$ cat src/rtl/sarray_pkg.sv
// Shared constants, FSM encoding and precision codes for the systolic array feed path.
// Latency: n/a (package only).
// Backpressure: n/a (package only).
package sarray_pkg;

    localparam int SARRAY_H = 8;
    localparam int SARRAY_W = 8;
    localparam int CNT_W    = 8;
    localparam int PREC_W   = 2;
    localparam int LOAD_W   = 256;

    typedef enum logic [1:0] {
        ST_IDLE  = 2'd0,
        ST_FEED  = 2'd1,
        ST_DRAIN = 2'd2,
        ST_DONE  = 2'd3
    } feed_state_t;

    localparam logic [PREC_W-1:0] PREC_INT8  = 2'd0;
    localparam logic [PREC_W-1:0] PREC_INT16 = 2'd1;
    localparam logic [PREC_W-1:0] PREC_FP16  = 2'd2;
    localparam logic [PREC_W-1:0] PREC_BF16  = 2'd3;

    // Cycles spent in DRAIN counting down to zero: last operand lands after the
    // read latency, then crosses both skew banks and the PE pipeline.
    function automatic int drain_init(input int rd_lat, input int h, input int w, input int extra);
        return rd_lat + h + w + extra - 1;
    endfunction

endpackage

$ cat src/rtl/sarray_feed_align.sv
// Delays the per-beat valid/cnt tag so it lines up with operand buffer read data.
// Latency: RD_LAT cycles, fixed.
// Backpressure: none; the pipe always advances. Ports: clk, rst_n, in_vld/in_cnt -> out_vld/out_cnt.
module sarray_feed_align #(
    parameter int CNT_W  = 8,
    parameter int RD_LAT = 1
) (
    input  logic             clk,
    input  logic             rst_n,
    input  logic             in_vld,
    input  logic [CNT_W-1:0] in_cnt,
    output logic             out_vld,
    output logic [CNT_W-1:0] out_cnt
);

    logic [RD_LAT-1:0]            vld_pipe;
    logic [RD_LAT-1:0][CNT_W-1:0] cnt_pipe;

    always_ff @(posedge clk or negedge rst_n) begin
        if (!rst_n) begin
            vld_pipe <= '0;
            cnt_pipe <= '0;
        end else begin
            vld_pipe[0] <= in_vld;
            cnt_pipe[0] <= in_cnt;
            for (int i = 1; i < RD_LAT; i++) begin
                vld_pipe[i] <= vld_pipe[i-1];
                cnt_pipe[i] <= cnt_pipe[i-1];
            end
        end
    end

    assign out_vld = vld_pipe[RD_LAT-1];
    assign out_cnt = cnt_pipe[RD_LAT-1];

endmodule

$ cat src/rtl/sarray_feed_ctrl.sv
// Sequences one TMMA tile: reads K A/B beats, feeds left/top skew banks with tags, drains, pulses done_o.
// Latency: command-to-done = K + RD_LAT + SARRAY_H + SARRAY_W + DRAIN_EXTRA + 1 cycles (K=0: 1 cycle).
// Backpressure: cmd_ready_o only in IDLE; source holds the command. Optional SARRAY_FEED_PERF_EN adds perf counters.
module sarray_feed_ctrl #(
    parameter int SARRAY_H    = sarray_pkg::SARRAY_H,
    parameter int SARRAY_W    = sarray_pkg::SARRAY_W,
    parameter int CNT_W       = sarray_pkg::CNT_W,
    parameter int PREC_W      = sarray_pkg::PREC_W,
    parameter int LOAD_W      = sarray_pkg::LOAD_W,
    parameter int ADDR_W      = 10,
    parameter int RD_LAT      = 1,
    parameter int DRAIN_EXTRA = 2
) (
    input  logic              clk,
    input  logic              rst_n,
    input  logic              cmd_valid_i,
    output logic              cmd_ready_o,
    input  logic [CNT_W-1:0]  cmd_k_i,
    input  logic [ADDR_W-1:0] cmd_a_base_i,
    input  logic [ADDR_W-1:0] cmd_b_base_i,
    input  logic              cmd_type_i,
    input  logic [PREC_W-1:0] cmd_precision_i,
    input  logic              cmd_acc_i,
    output logic              a_rd_en_o,
    output logic [ADDR_W-1:0] a_rd_addr_o,
    input  logic [LOAD_W-1:0] a_rd_data_i,
    output logic              b_rd_en_o,
    output logic [ADDR_W-1:0] b_rd_addr_o,
    input  logic [LOAD_W-1:0] b_rd_data_i,
    output logic              left_valid_o,
    output logic [CNT_W-1:0]  left_cnt_o,
    output logic              left_type_o,
    output logic [PREC_W-1:0] left_precision_o,
    output logic              left_acc_o,
    output logic [LOAD_W-1:0] left_data_o,
    output logic              top_valid_o,
    output logic [CNT_W-1:0]  top_cnt_o,
    output logic [LOAD_W-1:0] top_data_o,
    output logic              busy_o,
    output logic              done_o
`ifdef SARRAY_FEED_PERF_EN
    ,
    output logic [31:0]       perf_busy_cycles_o,
    output logic [15:0]       perf_cmds_o
`endif
);

    import sarray_pkg::*;

    localparam int DRAIN_INIT = drain_init(RD_LAT, SARRAY_H, SARRAY_W, DRAIN_EXTRA);
    localparam int DRAIN_W    = $clog2(DRAIN_INIT + 1);

    feed_state_t       state_q, state_d;
    logic [CNT_W-1:0]  k_q, beat_q;
    logic [DRAIN_W-1:0] drain_q;
    logic [ADDR_W-1:0] a_base_q, b_base_q;
    logic              type_q, acc_q;
    logic [PREC_W-1:0] prec_q;

    logic              accept, feeding, last_beat;
    logic              al_vld;
    logic [CNT_W-1:0]  al_cnt;

    assign accept    = cmd_valid_i && (state_q == ST_IDLE);
    assign feeding   = (state_q == ST_FEED);
    assign last_beat = (beat_q == (k_q - CNT_W'(1)));

    always_comb begin
        state_d = state_q;
        case (state_q)
            ST_IDLE:  if (cmd_valid_i) state_d = (cmd_k_i == '0) ? ST_DONE : ST_FEED;
            ST_FEED:  if (last_beat) state_d = ST_DRAIN;
            ST_DRAIN: if (drain_q == '0) state_d = ST_DONE;
            ST_DONE:  state_d = ST_IDLE;
            default:  state_d = ST_IDLE;
        endcase
    end

    always_ff @(posedge clk or negedge rst_n) begin
        if (!rst_n) begin
            state_q  <= ST_IDLE;
            k_q      <= '0;
            beat_q   <= '0;
            drain_q  <= '0;
            a_base_q <= '0;
            b_base_q <= '0;
            type_q   <= 1'b0;
            prec_q   <= '0;
            acc_q    <= 1'b0;
        end else begin
            state_q <= state_d;
            if (accept) begin
                k_q      <= cmd_k_i;
                beat_q   <= '0;
                a_base_q <= cmd_a_base_i;
                b_base_q <= cmd_b_base_i;
                type_q   <= cmd_type_i;
                prec_q   <= cmd_precision_i;
                acc_q    <= cmd_acc_i;
            end else if (feeding) begin
                beat_q <= beat_q + CNT_W'(1);
            end
            // Counter is loaded as FEED hands over, so DRAIN starts at full count.
            if (feeding && last_beat) begin
                drain_q <= DRAIN_W'(DRAIN_INIT);
            end else if ((state_q == ST_DRAIN) && (drain_q != '0)) begin
                drain_q <= drain_q - DRAIN_W'(1);
            end
        end
    end

    // Addresses wrap naturally at 2^ADDR_W through the adder width.
    assign a_rd_en_o   = feeding;
    assign b_rd_en_o   = feeding;
    assign a_rd_addr_o = feeding ? (a_base_q + ADDR_W'(beat_q)) : '0;
    assign b_rd_addr_o = feeding ? (b_base_q + ADDR_W'(beat_q)) : '0;

    sarray_feed_align #(
        .CNT_W  (CNT_W),
        .RD_LAT (RD_LAT)
    ) u_align (
        .clk     (clk),
        .rst_n   (rst_n),
        .in_vld  (feeding),
        .in_cnt  (beat_q),
        .out_vld (al_vld),
        .out_cnt (al_cnt)
    );

    assign left_valid_o     = al_vld;
    assign left_cnt_o       = al_vld ? al_cnt : '0;
    assign left_type_o      = al_vld & type_q;
    assign left_precision_o = al_vld ? prec_q : '0;
    assign left_acc_o       = al_vld & acc_q;
    assign left_data_o      = al_vld ? a_rd_data_i : '0;
    assign top_valid_o      = al_vld;
    assign top_cnt_o        = al_vld ? al_cnt : '0;
    assign top_data_o       = al_vld ? b_rd_data_i : '0;

    assign cmd_ready_o = (state_q == ST_IDLE);
    assign busy_o      = (state_q != ST_IDLE);
    assign done_o      = (state_q == ST_DONE);

`ifdef SARRAY_FEED_PERF_EN
    always_ff @(posedge clk or negedge rst_n) begin
        if (!rst_n) begin
            perf_busy_cycles_o <= '0;
            perf_cmds_o        <= '0;
        end else begin
            if (busy_o && (perf_busy_cycles_o != '1)) perf_busy_cycles_o <= perf_busy_cycles_o + 32'd1;
            if (accept && (perf_cmds_o != '1))        perf_cmds_o        <= perf_cmds_o + 16'd1;
        end
    end
`endif

endmodule
$ cat config.mk
export PLATFORM = sky130hd
export DESIGN_NAME = sarray_feed_ctrl
export DESIGN_NICKNAME = d
export VERILOG_FILES = /design/src/rtl/sarray_pkg.sv /design/src/rtl/sarray_feed_align.sv /design/src/rtl/sarray_feed_ctrl.sv
export SDC_FILE = /design/constraint.sdc
export NUM_CORES = 1
export LEC_CHECK = 0
export ABC_AREA = 1
export CORE_AREA = 8 8 427 429
export CTS_BUF_LIST = sky130_fd_sc_hd__clkbuf_4
export DETAILED_ROUTE_END_ITERATION = 10
export DIE_AREA = 0 0 435 437
export DONT_BUFFER_PORTS = 1
export GPL_TIMING_DRIVEN = 0
export MAX_ROUTING_LAYER = met4
export PLACE_DENSITY_LB_ADDON = 0.05
export SETUP_SLACK_MARGIN = 0.05
export SLEW_MARGIN = 20
export SYNTH_ARGS = -nofsm -noshare
export SYNTH_HDL_FRONTEND = slang
export SYNTH_SLANG_ARGS = --single-unit
$ cat constraint.sdc
create_clock -name clk -period 2.5 [get_ports clk]
set_input_delay 0.125 -clock clk [delete_from_list [all_inputs] [get_ports clk]]
set_output_delay 0.125 -clock clk [all_outputs]
set_load 0.01 [all_outputs]
== Word-level counts from Yosys, hierarchy flattened ==
Cells that the tools add are included.
Widths: inputs -> output; s select.

* Bitwise operators: 2
* Reductions and logical operators: 11
* Mux-type cells: 15
* Equality and inequality tests: 7
* Add/subtract/negate cells: 5

{| class="wikitable"
|+ Operator list
! kind !! number
|-
| $mux 256 || 2
|-
| $mux 8 || 3
|-
| $add 10x8->10 || 2
|-
| $mux 10 || 2
|-
| $mux 2 || 5
|-
| $mux 5 || 2
|-
| $add 8x1->8 const B || 1
|-
| $eq 8x8->1 || 1
|-
| $logic_not 8->1 || 1
|-
| $pmux 2 s4 || 1
|-
| $sub 8x1->8 const B || 1
|-
| $reduce_bool 2->1 || 3
|-
| $logic_not 5->1 || 1
|-
| $reduce_bool 5->1 || 1
|-
| $sub 5x1->5 const B || 1
|-
| $eq 2x2->1 const B || 2
|-
| $ne 2x2->1 const B || 2
|-
| $logic_and 1x1->1 || 3
|-
| $reduce_and 3->1 || 1
|-
| $and 1x1->1 || 2
|-
| $eq 2x1->1 const B || 1
|-
| $logic_not 2->1 || 1
|-
| $ne 2x1->1 const B || 1
|}

* Output and inout bits: 559
* Logic and storage cells: 51
* Register bits: 56
* Input bits: 547

== Longest topological paths before layout ==
Gate-level depths: netlist (run 1).

* Word-level depth: 4
* Depth in mapped cells: 15
* Gate-level depth less buffers: 15

== Modules after synthesis ==
From an unflattened synthesis (run 1), not the netlist that was laid out.

* Cell total of the unflattened synthesis: 1562
* Area, all modules: 7608.5 µm²

{| class="wikitable"
|+ By module, submodules not included
! module !! times used !! area an instance (µm²) !! cells each !! seq. area each (µm²)
|-
| sarray_feed_ctrl || 1 || 7383.3 || 1553 || 1176.1
|-
| sarray_feed_align || 1 || 225.2 || 9 || 225.2
|}

== Least setup slack after synthesis (run 1) ==
Ideal clock, no wire load.

* Path type: register to output
* Start point: reg beat_q[0]
* End point: out b_rd_addr_o[6]
* Data arrival time: 1.794 ns
* Slack: 0.581 ns
* Required time: 2.375 ns
* Path buffers: 0
* Stages on the path, launching flop included: 9
* Cells stage by stage: dfrtp_1 -> ha_1 -> inv_1 -> fa_1 -> o21ai_0 -> nand2_1 -> nand2_1 -> a21oi_1 -> a21oi_1

* Cells in the longest elaborated chain, start to end: 2

{| class="wikitable"
|+ RTL lines
! item !! RTL line !! source
|-
| start, declared || sarray_feed_ctrl.sv:54 || <nowiki>logic [CNT_W-1:0] k_q, beat_q;</nowiki>
|-
| start signal, assigned || sarray_feed_ctrl.sv:101 || <nowiki>beat_q <= beat_q + CNT_W'(1);</nowiki>
|-
| $add 10x8->10 || sarray_feed_ctrl.sv:116 || <nowiki>assign b_rd_addr_o = feeding ? (b_base_q + ADDR_W'(beat_q)) : '0;</nowiki>
|-
| $mux 10 || sarray_feed_ctrl.sv:116 ||
|-
| end, declared || sarray_feed_ctrl.sv:28 || <nowiki>output logic [ADDR_W-1:0] b_rd_addr_o,</nowiki>
|}

No other way between the ends.

== Final worst setup path (run 1) ==
Same ends and word-level chain as after synthesis.

==> summary.txt, run 1 <==
Outcome
  – Status: complete, but fails checks
  – Failing checks: setup timing

Global route
  – Grt total ovfl: 0
  – Largest net degree at the start of global routing: 57
  – Number of antenna violations at the first check in global routing: 100
  – Overall Global Routing Usage: 0.142
  – Vias in the first global route: 10.3k
  – First-pass GRT wire length: 165000 um

Yosys
  – Synth area leader: nand2_1
  – Post-synth EDFFs: 0
  – Mapped Cells: 1571
  – Mapped Avg Cell Area: 4.90 sq um
  – Syn Nets: 2144
  – Synthesis Warnings: 0
  – Synth async-reset ratio: 1.00
  – Dominant synthesized flop cell: dfrtp_1
  – Top cells by area, synth: nand2_1 33%, inv_1 28%, dfrtp_1 18%
  – Post-synth top area share: 0.326
  – Post-synth cell types: 35
  – Synth Cell Area: 7690 sq um
  – Top post-synthesis cells by count: 668 x nand2_1, 578 x inv_1, 56 x dfrtp_1
  – Most frequent cell after synthesis: nand2_1
  – Sequential area share after synthesis: 0.182
  – Number of synthesized register bits: 56

STA
  – FMAX: 394 MHz
  – Rel. slew slack: 0.540
  – Final WS setup: -0.0349 ns
  – Setup TNS: -0.0495 ns
  – RSZ-0062 raised after global routing: yes
  – Worst-margin pin slew: 0.690 ns
  – Final hold slack: 0.0309 ns
  – Fin crit period: 2.53 ns
  – Final Setup Violations: 2
  – Final period util: 1.01
  – Clock Skews: 0.0325 ns
  – Slew Viols, Final: 0
  – Final Hold Fails: 0

Power
  – Cell leakage power: 7.90 nW
  – Max IR drop VDD: 486 uV
  – Pwr Density: 1100 nW/um^2

Routing
  – Drt initial violations: 684
  – Via density: 2.54
  – # DRC: 0
  – Post-DRT Antenna Nets: 0
  – Via count: 10.2k
  – 1st-pass router iterations: 5
  – DR WL/cell: 34.6 um
  – Total Wirelength: 139000 um

CTS
  – Reg clk slew, reported paths: 0.20 ns
  – Clk sink count: 56
  – Deepest clock path buffer count: 2
  – CTS tree: yes
  – Clock buffer count from CTS: 5
  – Skew-Pair Late Insertion Delay: 0.52 ns
  – CTS root buf: clkbuf_4
  – CTS HTree Levels: 2

Worst hold path
  – Worst Hold Depth: 3
  – Hold EP: beat_q[1]
  – Hold Startpoint: cmd_valid_i
  – Worst Hold Class: primary input to register

Worst setup path
  – CP arrival: 2.41 ns
  – CP Capture Type: output pin
  – Reg2Reg Depth: 10
  – Worst Path Max Fanout: 4
  – Required time worst endpoint: 2.38 ns
  – Worst R2R Setup Slack: 0.43 ns
  – Critical path origin: beat_q[0]
  – Critical path type: register to output pin
  – Reg-to-Reg Start: state_q[1]
  – Worst r2r dst: beat_q[7]
  – Critical path startpoint category: register

Cells and area
  – Fill count: 21.0k
  – Nets: 2232
  – Area of the multi-input gates: 4440 sq um
  – Layout cell share with drive strength beyond 1: 0.196
  – Area growth from synthesis to layout: 63.7%
  – Finished Core Util: 0.0718
  – Seq. cell area: 1420 sq um

Placement
  – PortBufs: 0
  – Post-DP HPWL: 131000 um
  – GPL Wtd Cong: 0.931

Floorplanning
  – Die Y-Extent: 437 um
  – Die X: 435 um
  – DIE AREA: 190000 sq um
  – Row count: 154
  – Initial core utilization: 0.0439
  – # IOs: 1106
  – CORE AREA: 175000 sq um

Job
  – Max-cap viol count: 0
[worst max-delay path by stage]
| stage | slack, ns | to |
|---|---|---|
| floorplan | 0.58 | b_rd_addr_o[6] |
| global placement | -1.09 | top_cnt_o[6] |
| detailed placement | -1.12 | top_cnt_o[6] |
| CTS | -0.14 | b_rd_addr_o[6] |
| global route | -0.19 | b_rd_addr_o[6] |
| finish | -0.03 | b_rd_addr_o[6] |
[state kept, by name, summed over array words and instances (netlist names)]
register         flops
prec_q               2
drain_q              5
state_q              2
b_base_q            10
a_base_q            10
u_align.out_cnt      8
u_align.out_vld      1
acc_q                1
k_q                  8
beat_q               8
type_q               1
[worst max-delay path: stages (launching register included)]
cell and delay, ns:
dfrtp_4 0.57, ha_4 0.19, inv_4 0.04, fa_2 0.37, o21ai_4 0.24, nand2_2 0.08, nand2_2 0.08, a21oi_4 0.07
o21ai_2 0.19, a21oi_4 0.08
[power by group]
group | switching (mW) | leakage (nW) | internal [mW]
sequential | 0.442 | 0.696 | 1.27
combinational | 8.68 | 7.17 | 2.77
clock | 0.431 | 0.0405 | 0.204
total | 9.56 | 7.90 | 4.25
[cells by family after synthesis]
family | count (synthesis) | synth area share
compound gates | 75 | 0.0524
xor+xnor | 8 | 0.00911
fa+ha+maj | 26 | 0.0442
buf+inv | 659 | 0.334
flops | 56 | 0.182
simple gates | 747 | 0.378
[through the flow]
step / cells / cell area [sq um] / setup WS (ns) / power (mW)
global route: 4022 / 12600 / -0.192 / 15.0
global placement: 3911 / 10600 / -1.09 / 11.9
CTS: 3991 / 12300 / -0.139 / 14.1
floorplan: 1571 / 7690 / 0.581 / 6.89
finish: 4031 / 12600 / -0.0349 / 13.8
detailed placement: 3911 / 10600 / -1.12 / 11.8
[layout make-up]
| cell class | instances | area share |
|---|---|---|
| well taps | 2340 | 0.232 |
| inverters | 581 | 0.180 |
| plain buffers | 78 | 0.0489 |
| flip-flops and latches | 56 | 0.112 |
| clock buffers | 5 | 0.00298 |
| repair buffers | 81 | 0.0622 |
| multi-input cells | 856 | 0.352 |
| clock inverters | 3 | 0.00298 |
| diodes | 31 | 0.00616 |
[cell usage in the layout, fill, tap and decap left out, drive strengths merged, types with 2 or more instances in the layout]
| cell | instances |
|---|---|
| nand3 | 25 |
| buf | 106 |
| clkbuf | 24 |
| inv | 561 |
| a21oi | 28 |
| o21bai | 3 |
| fa | 2 |
| a31oi | 4 |
| nor2 | 32 |
| nor4 | 2 |
| clkinv | 4 |
| diode | 31 |
| clkinvlp | 18 |
| or2 | 3 |
| nor3 | 8 |
| nand2 | 673 |
| nand4 | 4 |
| dfrtp | 56 |
| xnor2 | 2 |
| dlygate4sd3 | 34 |
| xor2 | 6 |
| o21ai | 36 |
| ha | 24 |
[per-layer routing]
metal,track usage,share of wire,vias up
met5,-,0,-
met2,0.241,0.49,659
li1,-,-,4455
met1,0.174,0.43,5009
met4,0.00417,0.0053,0
met3,0.0473,0.072,96
[repair_timing]
item,in CTS,in global routing
pin swaps,28,30
hold buffers,35,0
gates resized for setup,278,46
setup buffers,37,9
endpoints found under the hold margin,90,0
endpoints found under the setup margin,535,21
Note: power is estimated with default switching activity, not from simulation.
==> run 2: changes to the inputs <==
- PLACE_DENSITY_LB_ADDON: 0.05 -> not set
==> run 2 against run 1 <==
The flow still finishes with violations (setup timing); register-to-register slack got worse by 0.04 ns; first-iteration DRC count grew 110%; largest power group unchanged; die area did not move; sequential share of layout area is essentially flat; critical path type unchanged; clock skew is 0.017 ns lower; setup slack worse by 0.0055 ns; hold slack improved by 0.067 ns; routed wire length increased by 39%.
==> summary.txt, run 2 (synthesized netlist as in run 1, its figures left out) <==
Outcome
  – Status: complete, but fails checks
  – Failing checks: setup timing

STA
  – Final Hold Fails: 0 (unchanged)
  – Final period util: 1.02 (+0.00219)
  – Worst-margin pin slew: 0.894 ns (+0.204 ns)
  – Slew Viols, Final: 0 (unchanged)
  – Final Setup Violations: 2 (unchanged)
  – Clock Skews: 0.0153 ns (-0.0172 ns)
  – RSZ-0062 raised after global routing: yes
  – Rel. slew slack: 0.404 (-0.136)
  – Setup TNS: -0.0603 ns (-0.0108 ns)
  – Fin crit period: 2.54 ns (+0.00547 ns)
  – FMAX: 394 MHz (-0.22%)
  – Final WS setup: -0.0404 ns (-0.00547 ns)

Worst setup path
  – CP arrival: 2.42 ns (about the same)
  – Required time worst endpoint: 2.38 ns (about the same)
  – Critical path startpoint category: register
  – Worst Path Max Fanout: 3 (-1)
  – CP Capture Type: output pin
  – Critical path type: register to output pin

Global route
  – First-pass GRT wire length: 216000 um (+31%)
  – Overall Global Routing Usage: 0.196 (+0.0544)
  – Number of antenna violations at the first check in global routing: 212 (+110%)
  – Largest net degree at the start of global routing: 57 (unchanged)
  – Grt total ovfl: 0 (unchanged)
  – Vias in the first global route: 9958 (-3.2%)

Worst hold path
  – Worst Hold Class: primary input to async pin

Power
  – Pwr Density: 1170 nW/um^2 (+6.5%)
  – Cell leakage power: 7.44 nW (-5.9%)
  – Max IR drop VDD: 325 uV (-33%)

Placement
  – PortBufs: 0 (unchanged)
  – GPL Wtd Cong: 1.25 (+35%)
  – Post-DP HPWL: 185000 um (+41%)

Floorplanning
  – Die X: 435 um (unchanged)
  – CORE AREA: 175000 sq um (unchanged)
  – Row count: 154 (unchanged)
  – # IOs: 1106 (unchanged)
  – DIE AREA: 190000 sq um (unchanged)
  – Die Y-Extent: 437 um (unchanged)
  – Initial core utilization: 0.0439 (unchanged)

Cells and area
  – Seq. cell area: 1410 sq um (-0.18%)
  – Largest regs: a_base_q (10), b_base_q (10)
  – Finished Core Util: 0.0719 (about the same)
  – Nets: 2225 (-0.31%)
  – Area of the multi-input gates: 4260 sq um (-4.0%)
  – Fill count: 20.9k (-0.24%)
  – Leading cell type in the layout, fill and taps excluded: nand2_1
  – Layout cell share with drive strength beyond 1: 0.209 (+0.0123)
  – Commonest non-fill, non-tap cells in the layout: 635 x nand2_1, 466 x inv_1, 60 x clkinvlp_4, 54 x inv_2, 47 x dfrtp_1
  – Area growth from synthesis to layout: 63.8% (about the same)

Routing
  – Drt initial violations: 1460 (+110%)
  – Total Wirelength: 193000 um (+39%)
  – # DRC: 0 (unchanged)
  – Via count: 11.7k (+14%)
  – 1st-pass router iterations: 6 (+1)
  – DR WL/cell: 47.2 um (+37%)
  – Via density: 2.85 (+13%)
  – Post-DRT Antenna Nets: 0 (unchanged)

Job
  – Max-cap viol count: 0 (unchanged)

CTS
  – Clk sink count: 56 (unchanged)
  – CTS root buf: clkbuf_4
  – CTS tree: yes
  – Deepest clock path buffer count: 2 (unchanged)
  – Clock buffer count from CTS: 5 (unchanged)
  – CTS HTree Levels: 2 (unchanged)
  – Skew-Pair Late Insertion Delay: 0.48 ns (-0.04 ns)
  – Reg clk slew, reported paths: 0.22 ns (+0.02 ns)
==> run 2: changes by cell type in the layout (fill, tap and decap cells not counted), moves of 6 or more <==
cell / previous run / this run
inv_1: 516 / 466
buf_4: 52 / 43
inv_4: 7 / 1
inv_2: 38 / 54
nand2_1: 628 / 635
diode_2: 31 / 95
clkinvlp_4: 18 / 60
==> run 2: power breakdown <==
part	internal (mW)	leakage [nW]	total (mW)	switching [mW]
Sequential	1.26	0.696	1.72	0.453
Clock	0.116	0.0299	0.535	0.419
Combinational	2.60	6.72	12.5	9.86
Total	3.98	7.44	14.7	10.7
==> run 2: stage by stage <==
stage	hold WS [ns]	instances	total power [mW]	worst slack (ns)	cell area (sq um)
finish	0.0976	4088	14.7	-0.0404	12600
detailed placement	-0.165	3911	12.6	-0.917	10600
global placement	-0.164	3911	12.6	-1.27	10600
global route	0.0748	4050	15.5	-0.169	12500
floorplan	-0.171	1571	6.89	0.581	7690
CTS	0.0463	3970	14.1	-0.162	11800
==> run 2: cell type report <==
class                   count  share of cell area
repair buffers             74              0.0576
plain buffers              78              0.0460
diodes                     95              0.0189
well taps                2340               0.232
multi-input cells         856               0.338
flip-flops and latches     56               0.112
clock buffers               5             0.00298
inverters                 581               0.190
clock inverters             3             0.00208
==> run 2: path summary, 6_finish.rpt <==
path | depth (start not counted) | from | endpoint | slack [ns]
min in group clk | 4 | cmd_valid_i | beat_q[7] | 0.13
hold reg to reg | 2 | prec_q[0] | prec_q[0] | 0.51
setup reg to reg | 7 | state_q[1] | a_base_q[2] | 0.39
hold / removal | 2 | rst_n | type_q | 0.1
setup / recovery | 9 | beat_q[0] | a_rd_addr_o[4] | -0.04
max in group asynchronous | 2 | rst_n | beat_q[1] | 2.05
==> run 2: metal layers <==
| metal | part of all wire | GRT usage | vias up |
|---|---|---|---|
| li1 | - | - | 4542 |
| met1 | 0.34 | 0.187 | 5643 |
| met2 | 0.49 | 0.340 | 1195 |
| met3 | 0.15 | 0.137 | 281 |
| met4 | 0.017 | 0.0175 | 0 |
| met5 | 0 | - | - |
==> run 2: repair_timing <==
item	CTS	global route
setup buffers	16	23
setup endpoints to repair	565	160
endpoints found under the hold margin	90	0
hold buffers	35	0
pin swaps	5	18
resized for setup	185	135
==> run 2: critical path, stage by stage (launching register included) <==
cell	delay, ns
dfrtp_2	0.52
buf_6	0.14
ha_4	0.16
inv_4	0.04
fa_2	0.39
o21ai_4	0.20
buf_4	0.14
buf_6	0.09
o21ai_1	0.06
a21oi_2	0.22
